## src/rtl/dpram_bist_pkg.sv

```systemverilog
// Shared types and helpers for the dual-port RAM march BIST.
// Holds the FSM encoding, the data pattern function and the tag width.
package dpram_bist_pkg;

    typedef enum logic [2:0] {
        StIdle  = 3'd0,
        StWrP   = 3'd1,
        StRdP   = 3'd2,
        StWrN   = 3'd3,
        StRdN   = 3'd4,
        StDrain = 3'd5,
        StDone  = 3'd6
    } state_e;

    // Tag carried through the read pipe is {expected data, address}.
    function automatic int unsigned tag_width(input int unsigned aw, input int unsigned dw);
        return aw + dw;
    endfunction

    // Callers zero-extend the address and truncate the result to DATA_WIDTH.
    function automatic logic [63:0] pattern(input logic [63:0] addr, input logic [63:0] seed);
        return addr ^ seed;
    endfunction

endpackage

```

## src/rtl/dpram_bist_checker.sv

```systemverilog
// Read-tag pipe aligned to RAM read latency, plus compare, error count and
// first-failure capture.
module dpram_bist_checker
    import dpram_bist_pkg::*;
#(
    parameter int unsigned ADDR_WIDTH = 4,
    parameter int unsigned DATA_WIDTH = 8,
    parameter int unsigned RD_LATENCY = 1
) (
    input  logic                  i_clk,
    input  logic                  i_rst,
    input  logic                  i_clear,
    input  logic                  i_push,
    input  logic [DATA_WIDTH-1:0] i_expected,
    input  logic [ADDR_WIDTH-1:0] i_addr,
    input  logic [DATA_WIDTH-1:0] i_ram_rdata,
    output logic                  o_empty,
    output logic                  o_mismatch,
    output logic [ADDR_WIDTH+1:0] o_err_count,
    output logic [ADDR_WIDTH-1:0] o_fail_addr,
    output logic [DATA_WIDTH-1:0] o_fail_data
);

    localparam int unsigned TagW   = tag_width(ADDR_WIDTH, DATA_WIDTH);
    // Stage 0 lines up with the registered read strobe; the last stage lines
    // up with the cycle its read data is valid.
    localparam int unsigned Stages = RD_LATENCY + 1;

    logic [Stages-1:0] vld_q;
    logic [TagW-1:0]   tag_q [Stages];

    logic [DATA_WIDTH-1:0] exp_last;
    logic [ADDR_WIDTH-1:0] addr_last;

    always_ff @(posedge i_clk) begin
        if (i_rst) begin
            vld_q <= '0;
            for (int i = 0; i < int'(Stages); i++) begin
                tag_q[i] <= '0;
            end
        end else begin
            vld_q    <= {vld_q[Stages-2:0], i_push};
            tag_q[0] <= {i_expected, i_addr};
            for (int i = 1; i < int'(Stages); i++) begin
                tag_q[i] <= tag_q[i-1];
            end
        end
    end

    always_comb begin
        exp_last   = tag_q[Stages-1][TagW-1 -: DATA_WIDTH];
        addr_last  = tag_q[Stages-1][ADDR_WIDTH-1:0];
        o_mismatch = vld_q[Stages-1] && (i_ram_rdata != exp_last);
        // The last stage is compared this cycle, so only earlier ones matter.
        o_empty    = ~|vld_q[Stages-2:0];
    end

    always_ff @(posedge i_clk) begin
        if (i_rst || i_clear) begin
            o_err_count <= '0;
            o_fail_addr <= '0;
            o_fail_data <= '0;
        end else if (o_mismatch) begin
            o_err_count <= o_err_count + 1'b1;
            if (o_err_count == '0) begin
                o_fail_addr <= addr_last;
                o_fail_data <= i_ram_rdata;
            end
        end
    end

endmodule

```

## src/rtl/dpram_bist.sv

```systemverilog
// March BIST initiator for the dual-port RAM: write P, read P, write ~P,
// read ~P over every address, reporting pass/fail and first failure.
module dpram_bist
    import dpram_bist_pkg::*;
#(
    parameter int unsigned           ADDR_WIDTH = 4,
    parameter int unsigned           DATA_WIDTH = 8,
    parameter int unsigned           RD_LATENCY = 1,
    parameter logic [DATA_WIDTH-1:0] PATTERN    = 8'hA5
) (
    input  logic                  i_clk,
    input  logic                  i_rst,
    input  logic                  i_start,
    output logic                  o_busy,
    output logic                  o_done,
    output logic                  o_pass,
    output logic [ADDR_WIDTH-1:0] o_fail_addr,
    output logic [DATA_WIDTH-1:0] o_fail_data,
    output logic [ADDR_WIDTH+1:0] o_err_count,
    output logic                  o_ram_valid,
    output logic                  o_ram_cs,
    output logic                  o_ram_wr_en,
    output logic                  o_ram_rd_en,
    output logic [ADDR_WIDTH-1:0] o_ram_wraddr,
    output logic [ADDR_WIDTH-1:0] o_ram_raddr,
    output logic [DATA_WIDTH-1:0] o_ram_wdata,
    input  logic [DATA_WIDTH-1:0] i_ram_rdata,
    input  logic                  i_ram_ready
);

    state_e                state_q, state_d;
    logic [ADDR_WIDTH-1:0] addr_q, addr_d;
    logic                  issue_wr, issue_rd, start_acc;
    logic [DATA_WIDTH-1:0] pat, access_data;
    logic                  chk_empty, chk_mismatch;

    always_comb begin
        pat         = DATA_WIDTH'(pattern(64'(addr_q), 64'(PATTERN)));
        access_data = ((state_q == StWrN) || (state_q == StRdN)) ? ~pat : pat;
    end

    always_comb begin
        state_d   = state_q;
        addr_d    = addr_q;
        issue_wr  = 1'b0;
        issue_rd  = 1'b0;
        start_acc = 1'b0;
        unique case (state_q)
            StIdle: begin
                if (i_start) begin
                    state_d   = StWrP;
                    addr_d    = '0;
                    start_acc = 1'b1;
                end
            end
            StWrP, StRdP, StWrN, StRdN: begin
                if (i_ram_ready) begin
                    issue_wr = (state_q == StWrP) || (state_q == StWrN);
                    issue_rd = !issue_wr;
                    addr_d   = addr_q + 1'b1;
                    if (&addr_q) begin
                        unique case (state_q)
                            StWrP:   state_d = StRdP;
                            StRdP:   state_d = StWrN;
                            StWrN:   state_d = StRdN;
                            default: state_d = StDrain;
                        endcase
                    end
                end
            end
            StDrain: begin
                if (chk_empty) state_d = StDone;
            end
            StDone:  state_d = StIdle;
            default: state_d = StIdle;
        endcase
    end

    always_ff @(posedge i_clk) begin
        if (i_rst) begin
            state_q      <= StIdle;
            addr_q       <= '0;
            o_busy       <= 1'b0;
            o_done       <= 1'b0;
            o_pass       <= 1'b0;
            o_ram_valid  <= 1'b0;
            o_ram_cs     <= 1'b0;
            o_ram_wr_en  <= 1'b0;
            o_ram_rd_en  <= 1'b0;
            o_ram_wraddr <= '0;
            o_ram_raddr  <= '0;
            o_ram_wdata  <= '0;
        end else begin
            state_q     <= state_d;
            addr_q      <= addr_d;
            o_busy      <= (state_d != StIdle);
            o_done      <= (state_d == StDone);
            o_ram_valid <= issue_wr || issue_rd;
            o_ram_cs    <= issue_wr || issue_rd;
            o_ram_wr_en <= issue_wr;
            o_ram_rd_en <= issue_rd;
            if (issue_wr) begin
                o_ram_wraddr <= addr_q;
                o_ram_wdata  <= access_data;
            end
            if (issue_rd) begin
                o_ram_raddr <= addr_q;
            end
            // The compare resolving on the DONE edge still counts toward the verdict.
            if (start_acc) begin
                o_pass <= 1'b0;
            end else if (state_d == StDone) begin
                o_pass <= (o_err_count == '0) && !chk_mismatch;
            end
        end
    end

    dpram_bist_checker #(
        .ADDR_WIDTH (ADDR_WIDTH),
        .DATA_WIDTH (DATA_WIDTH),
        .RD_LATENCY (RD_LATENCY)
    ) u_checker (
        .i_clk       (i_clk),
        .i_rst       (i_rst),
        .i_clear     (start_acc),
        .i_push      (issue_rd),
        .i_expected  (access_data),
        .i_addr      (addr_q),
        .i_ram_rdata (i_ram_rdata),
        .o_empty     (chk_empty),
        .o_mismatch  (chk_mismatch),
        .o_err_count (o_err_count),
        .o_fail_addr (o_fail_addr),
        .o_fail_data (o_fail_data)
    );

endmodule

```

## config.mk

```make
export PLATFORM = sky130hd
export DESIGN_NAME = dpram_bist
export DESIGN_NICKNAME = d
export VERILOG_FILES = /design/src/rtl/dpram_bist_pkg.sv /design/src/rtl/dpram_bist_checker.sv /design/src/rtl/dpram_bist.sv
export SDC_FILE = /design/constraint.sdc
export NUM_CORES = 1
export LEC_CHECK = 0
export BUFFER_PORTS_ARGS = -buffer_cell sky130_fd_sc_hd__clkbuf_2
export CORE_MARGIN = 2
export CORE_UTILIZATION = 39
export CTS_CLUSTER_SIZE = 24
export DETAILED_ROUTE_END_ITERATION = 8
export PLACE_DENSITY = 0.56
export SLEW_MARGIN = 0
export SYNTH_ARGS = -nofsm -noshare
export SYNTH_HDL_FRONTEND = slang
export SYNTH_SLANG_ARGS = --single-unit
```

## constraint.sdc

```tcl
create_clock -name i_clk -period 1.9 [get_ports i_clk]
set_input_delay 0.38 -clock i_clk [delete_from_list [all_inputs] [get_ports i_clk]]
set_output_delay 0.38 -clock i_clk [all_outputs]
set_load 0.02 [all_outputs]
```

Yosys cells after proc, flatten, opt, wreduce, memory -nomap -nowiden
Memories as Yosys holds them, arrays and structs flattened.
Index checks and enable logic that the tools add are counted.
{"block": "word_totals", "reg_bits": 49, "latch_bits": 0, "ramBits": 24, "romBits": 0, "input_bits": 12, "output_inout_bits": 41, "wordCells": 69, "n_memories": 1}
{"name": "u_checker.tag_q", "depth": 2, "word_bits": 12, "rd": 2, "rd_clocked_by_memory_dff": 0, "wr": 2, "line_no": "dpram_bist_checker.sv:30", "source": "logic [TagW-1:0] tag_q [Stages];"}
{"block": "classes", "n_addsub": 2, "mul": 0, "n_div": 0, "magnitude_cmp": 0, "eq_ne": 9, "n_shift": 0, "muxes": 21, "bitwise_logic": 4, "n_reduce_logical": 17}
{"operator": "two-way mux 12 bit", "n": 2}
{"operator": "one-hot mux 3 bit (3 select lines)", "n": 2}
{"operator": "two-way mux 3 bit", "n": 4}
{"operator": "equality test 3 bit, second input constant", "n": 3}
{"operator": "two-way mux 1 bit", "n": 9}
{"operator": "two-way mux 4 bit", "n": 2}
{"operator": "two-way mux 8 bit", "n": 1}
{"operator": "inequality test 8 bit", "n": 1}
{"operator": "inverter 8 bit", "n": 1}
{"operator": "one-hot mux 4 bit (2 select lines)", "n": 1}
{"operator": "adder 6 x 1 -> 6 bit, second input constant", "n": 1}
{"operator": "equality test 3 x 2 -> 1 bit, second input constant", "n": 2}
{"operator": "logical NOT 6 bit", "n": 1}
{"operator": "adder 4 x 1 -> 4 bit, second input constant", "n": 1}
{"operator": "logical OR 1 bit", "n": 4}
{"operator": "inequality test 2 bit, second input constant", "n": 2}
{"operator": "inverter 2 -> 4 bit", "n": 1}
{"operator": "AND reduction 4 bit", "n": 1}
{"operator": "OR reduction 4 bit", "n": 1}
{"operator": "equality test 3 x 1 -> 1 bit, second input constant", "n": 1}
{"operator": "logical NOT 3 bit", "n": 1}
{"operator": "AND reduction 3 bit", "n": 1}
{"operator": "nonzero test 3 bit", "n": 1}
{"operator": "logical AND 1 bit", "n": 2}
{"operator": "5 further kinds", "n": 7}

Depth between registers and ports, before layout
{"block": "logic_depth", "word_depth": 6, "mapped_depth": 7, "mapped_depth_nobuf": 6}

Hierarchy
Synthesis repeated with hierarchy kept, for this count alone.
{"block": "unflattened", "hier_cells": 279, "hier_area_um2": 2807.7}
{"module": "dpram_bist_checker", "n_inst": 1, "cells_per_inst": 145, "area_each_um2": 1560.2, "seq_area_each_um2": 880.8}
{"module": "dpram_bist", "n_inst": 1, "cells_per_inst": 134, "area_each_um2": 1247.4, "seq_area_each_um2": 540.5}

Worst setup path before layout
Ideal clock, no wire load.
{"block": "synth_path", "kind": "input port to flip-flop", "startpoint": "input port i_ram_rdata[4]", "endpoint": "register u_checker.o_fail_data[2]", "setup_ns": 0.123, "arrival_time_ns": 1.538, "required_ns": 1.777, "slack_ns": 0.239, "cell_stages": 6, "path_buffers": 1, "cell_sequence": "or3_1 a211oi_2 a21oi_2 buf_2 nand3_1 o21ai_0"}
{"block": "synth_between", "elab_chain_cells": 3}
{"item": "from (decl)", "line_no": "dpram_bist.sv:27", "source": "input logic [DATA_WIDTH-1:0] i_ram_rdata,"}
{"item": "inequality test 8 bit", "line_no": "dpram_bist_checker.sv:53", "source": "o_mismatch = vld_q[Stages-1] && (i_ram_rdata != exp_last);"}
{"item": "logical AND 1 bit", "line_no": "dpram_bist_checker.sv:53"}
{"item": "AND reduction 2 bit (no line)"}
{"item": "to (signal assigned)", "line_no": "dpram_bist_checker.sv:67", "source": "o_fail_data <= i_ram_rdata;"}
{"item": "to (decl)", "line_no": "dpram_bist_checker.sv:21", "source": "output logic [DATA_WIDTH-1:0] o_fail_data"}
Every way passes these cells.
A chain may end at the register's enable or synchronous reset.

==> insert_results.sql <==
INSERT INTO impl_metrics (metric_group, metric, value, unit) VALUES
('clock_network', 'cts_tree', 'built', ''),
('logic_synthesis', 'synth_top_cells_by_area', 'sky130_fd_sc_hd__dfxtp_1, sky130_fd_sc_hd__nand2_1, sky130_fd_sc_hd__nor2b_1', ''),
('clock_network', 'clock-root-buffer', 'sky130_fd_sc_hd__clkbuf_8', ''),
('worst_setup_path', 'worstSetupStartpoint', 'u_checker.tag_q[0][17]', ''),
('cells_and_area', 'area_delta_synth_final', '21.6', '%'),
('logic_synthesis', 'synth_async_sr_flop_share', '0', '%'),
('logic_synthesis', 'yosys.area.top_type_share', '51.1', '%'),
('logic_synthesis', 'synth.yosys.seq_area_share', '51.1', '%'),
('flow_run', 'max-cap-violations', '0', ''),
('sta', 'unrepaired_setup_endpoints_after_global_routing', 'false', ''),
('placed_design', 'hpwl', '3550', 'um'),
('min_path', 'hold_path.class', 'in -> reg', ''),
('logic_synthesis', 'synth_area_per_cell', '9.07', 'um2'),
('die', 'floorplan.die.width', '85.4', 'um'),
('die', 'top_level_ports', '53', ''),
('clock_network', 'post_cts.repair.setup_buffers', '0', ''),
('worst_setup_path', 'timing.critical_path.cells', 'xor2_1 > a2111oi_2 > buf_4 > a21bo_1 > or4_1 > a21oi_1', ''),
('logic_synthesis', 'ys_ff_latch', '66', ''),
('clock_network', 'cts-htree-levels', '3', ''),
('sta', 'worst_slew_margin_rel', '64.4', '%'),
('power', 'totalPowerFinal', '2.82', 'mW'),
('die', 'design.die.area', '0.00729', 'mm2'),
('run_status', 'outcome', 'finished, final reports clean', ''),
('global_routing', 'global_route_wire_length_before_repair', '8620', 'um'),
('cells_and_area', 'finish.instance_area', '0.00314', 'mm2'),
('global_routing', 'grt_antenna_before_repair', '0', ''),
('placed_design', 'gpl.final_weighted_congestion', '0.771', ''),
('global_routing', 'global_route.overflow_total', '0', ''),
('worst_setup_path', 'reg2reg_to', 'u_checker.o_err_count[5]', ''),
('drt', 'vias', '2021', ''),
('clock_network', 'cts.sinks', '66', ''),
('placed_design', 'dpl_worst_slack', '-79.6', 'ps'),
('placed_design', 'buffer_ports.inserted', '52', ''),
('clock_network', 'clkSlewWorstSetupHoldPaths', '70', 'ps'),
('sta', 'max_freq', '578', 'MHz'),
('worst_setup_path', 'cpLargestDelayFamily', 'simple AND/OR/NAND/NOR gates', ''),
('cells_and_area', 'share_of_the_core_filled_with_cells', '49.2', '%'),
('sta', 'hold_ws', '283', 'ps'),
('worst_setup_path', 'timing.critical_path.to_type', 'register', ''),
('drt', 'routed_via_density', '4.79', ''),
('worst_setup_path', 'worst-path-max-fanout', '8', ''),
('sta', 'setup_total_negative_slack', '0', 'ps'),
('worst_setup_path', 'worstSetupStartpointType', 'register', ''),
('cells_and_area', 'antenna-diode-count', '0', ''),
('logic_synthesis', 'number_of_different_library_cells_in_the_post_synthesis_netlist', '45', ''),
('global_routing', 'globalRouteTotalUtil', '15.0', '%'),
('drt', 'drc_marker_count_from_the_first_detailed_route_iteration', '63', ''),
('die', 'fp-row-count', '29', ''),
('power', 'max-vdd-ir-drop', '0.000448', 'V'),
('die', 'die_h', '85.4', 'um'),
('sta', 'final-hold-violation-count', '0', ''),
('drt', 'firstDrtPassIters', '4', ''),
('worst_setup_path', 'worstSetupEndpoint', 'u_checker.o_err_count[5]', ''),
('logic_synthesis', 'synth_common_cells', 'sky130_fd_sc_hd__dfxtp_1, sky130_fd_sc_hd__nand2_1, sky130_fd_sc_hd__a21oi_1, sky130_fd_sc_hd__nor2b_1, sky130_fd_sc_hd__nand3_1', ''),
('drt', 'wirelength', '5030', 'um'),
('die', 'effective_utilization_at_floorplan', '40.5', '%'),
('worst_setup_path', 'rr_startpoint', 'u_checker.tag_q[0][17]', ''),
('worst_setup_path', 'worst_path_largest_cell_delay', '520', 'ps'),
('clock_network', 'numCtsBuffers', '9', ''),
('logic_synthesis', 'synth_flop_cell', 'sky130_fd_sc_hd__dfxtp_1', ''),
('sta', 'drv_slew', '0', ''),
('worst_setup_path', 'reg2reg_setup_slack', '170', 'ps'),
('power', 'cell_leakage_power', '1.33', 'nW'),
('placed_design', 'detailed_place.area', '0.00293', 'mm2'),
('cells_and_area', 'total_nets_final', '355', ''),
('sta', 'timing.final.ws_setup', '171', 'ps'),
('sta', 'worst_pin_slew', '533', 'ps'),
('drt', 'remaining_drc_errors', '0', ''),
('logic_synthesis', 'postSynthNetCount', '300', ''),
('power', 'power_density', '898', 'mW/mm2'),
('worst_setup_path', 'worstSetupPathType', 'reg -> reg', '');
-- cell families after synthesis --
| kind of cell | after synthesis | synth area share (%) |
|---|---|---|
| AO/OA/AOI/OAI | 52 | 12.5 |
| multiplexers | 3 | 1.16 |
| adder cells (fa/ha/maj) | 3 | 1.45 |
| buffers and inverters | 25 | 5.08 |
| AND/OR/NAND/NOR | 121 | 23.5 |
| flip-flops | 66 | 51.1 |
| XOR/XNOR | 15 | 5.08 |
-- final cells by class --
class	count	area (um2)	share of cell area, %
flip-flops and latches	66	1320	42.0
multi-input cells	194	1140	36.4
repair buffers	66	365	11.6
clock buffers	10	138	4.38
well taps	77	96.3	3.07
clock inverters	6	66.3	2.11
inverters	3	11.3	0.358
-- timing repair --
| action | CTS | global route |
|---|---|---|
| gates resized for setup | 0 | 1 |
| endpoints found under the setup margin | 0 | 12 |
| hold buffers | 0 | 0 |
-- cells in the final DEF, fill, tap and decap left out, types with 6 or more instances in the layout --
cell,n
sky130_fd_sc_hd__o21ai_1,8
sky130_fd_sc_hd__clkbuf_2,52
sky130_fd_sc_hd__o21ai_0,9
sky130_fd_sc_hd__a21oi_1,19
sky130_fd_sc_hd__buf_4,14
sky130_fd_sc_hd__dfxtp_1,66
sky130_fd_sc_hd__xor2_1,9
sky130_fd_sc_hd__nor2b_1,19
sky130_fd_sc_hd__xnor2_1,6
sky130_fd_sc_hd__nand3_1,18
sky130_fd_sc_hd__clkbuf_8,10
sky130_fd_sc_hd__nor2_1,16
sky130_fd_sc_hd__nand2_1,46
-- state kept, by name, indices dropped and copies added, names as in the netlist --
name / count
u_checker.tag_q: 20
u_checker.o_fail_data: 8
o_ram_wdata: 6
u_checker.o_err_count: 6
addr_q: 4
o_ram_raddr: 4
o_ram_wraddr: 4
u_checker.o_fail_addr: 4
state_q: 3
u_checker.vld_q: 2
o_busy: 1
o_done: 1
o_pass: 1
o_ram_cs: 1
o_ram_wr_en: 1
-- report_power, final --
| part | switching, mW | leakage [nW] | total [mW] | internal, mW |
|---|---|---|---|---|
| combinational | 0.127 | 0.701 | 0.208 | 0.0809 |
| sequential | 0.0221 | 0.535 | 1.44 | 1.41 |
| clock | 0.540 | 0.0945 | 1.18 | 0.641 |
| total | 0.689 | 1.33 | 2.82 | 2.13 |
-- worst min-delay path, delay by kind of cell --
kind	cells	cell delay [ps]
and+or+nand+nor	1	60
AOI/OAI and AO/OA	1	50
buffers and inverters	1	90
-- worst min-delay path by stage --
stage                                           to  slack [ps]                   from  cells past startpoint
final                     u_checker.o_fail_data[1]         280         i_ram_rdata[1]                      3
after global routing      u_checker.o_fail_data[1]         300         i_ram_rdata[1]                      3
after CTS                 u_checker.o_fail_data[1]         270         i_ram_rdata[1]                      3
after detailed placement    u_checker.tag_q[0][21]         430  u_checker.tag_q[0][9]                      1
after global placement      u_checker.tag_q[0][14]         420  u_checker.tag_q[0][2]                      1
after floorplan             u_checker.tag_q[0][12]         410  u_checker.tag_q[0][0]                      1
-- metal layers --
layer,track usage (%),vias to the layer above,part of all wire [%]
met5,0,-,0
met4,8.66,0,2.0
met3,3.70,9,5.2
met2,21.2,48,42
met1,20.7,900,51
li1,-,1064,-
No activity file was read; power rests on OpenSTA's default activity.
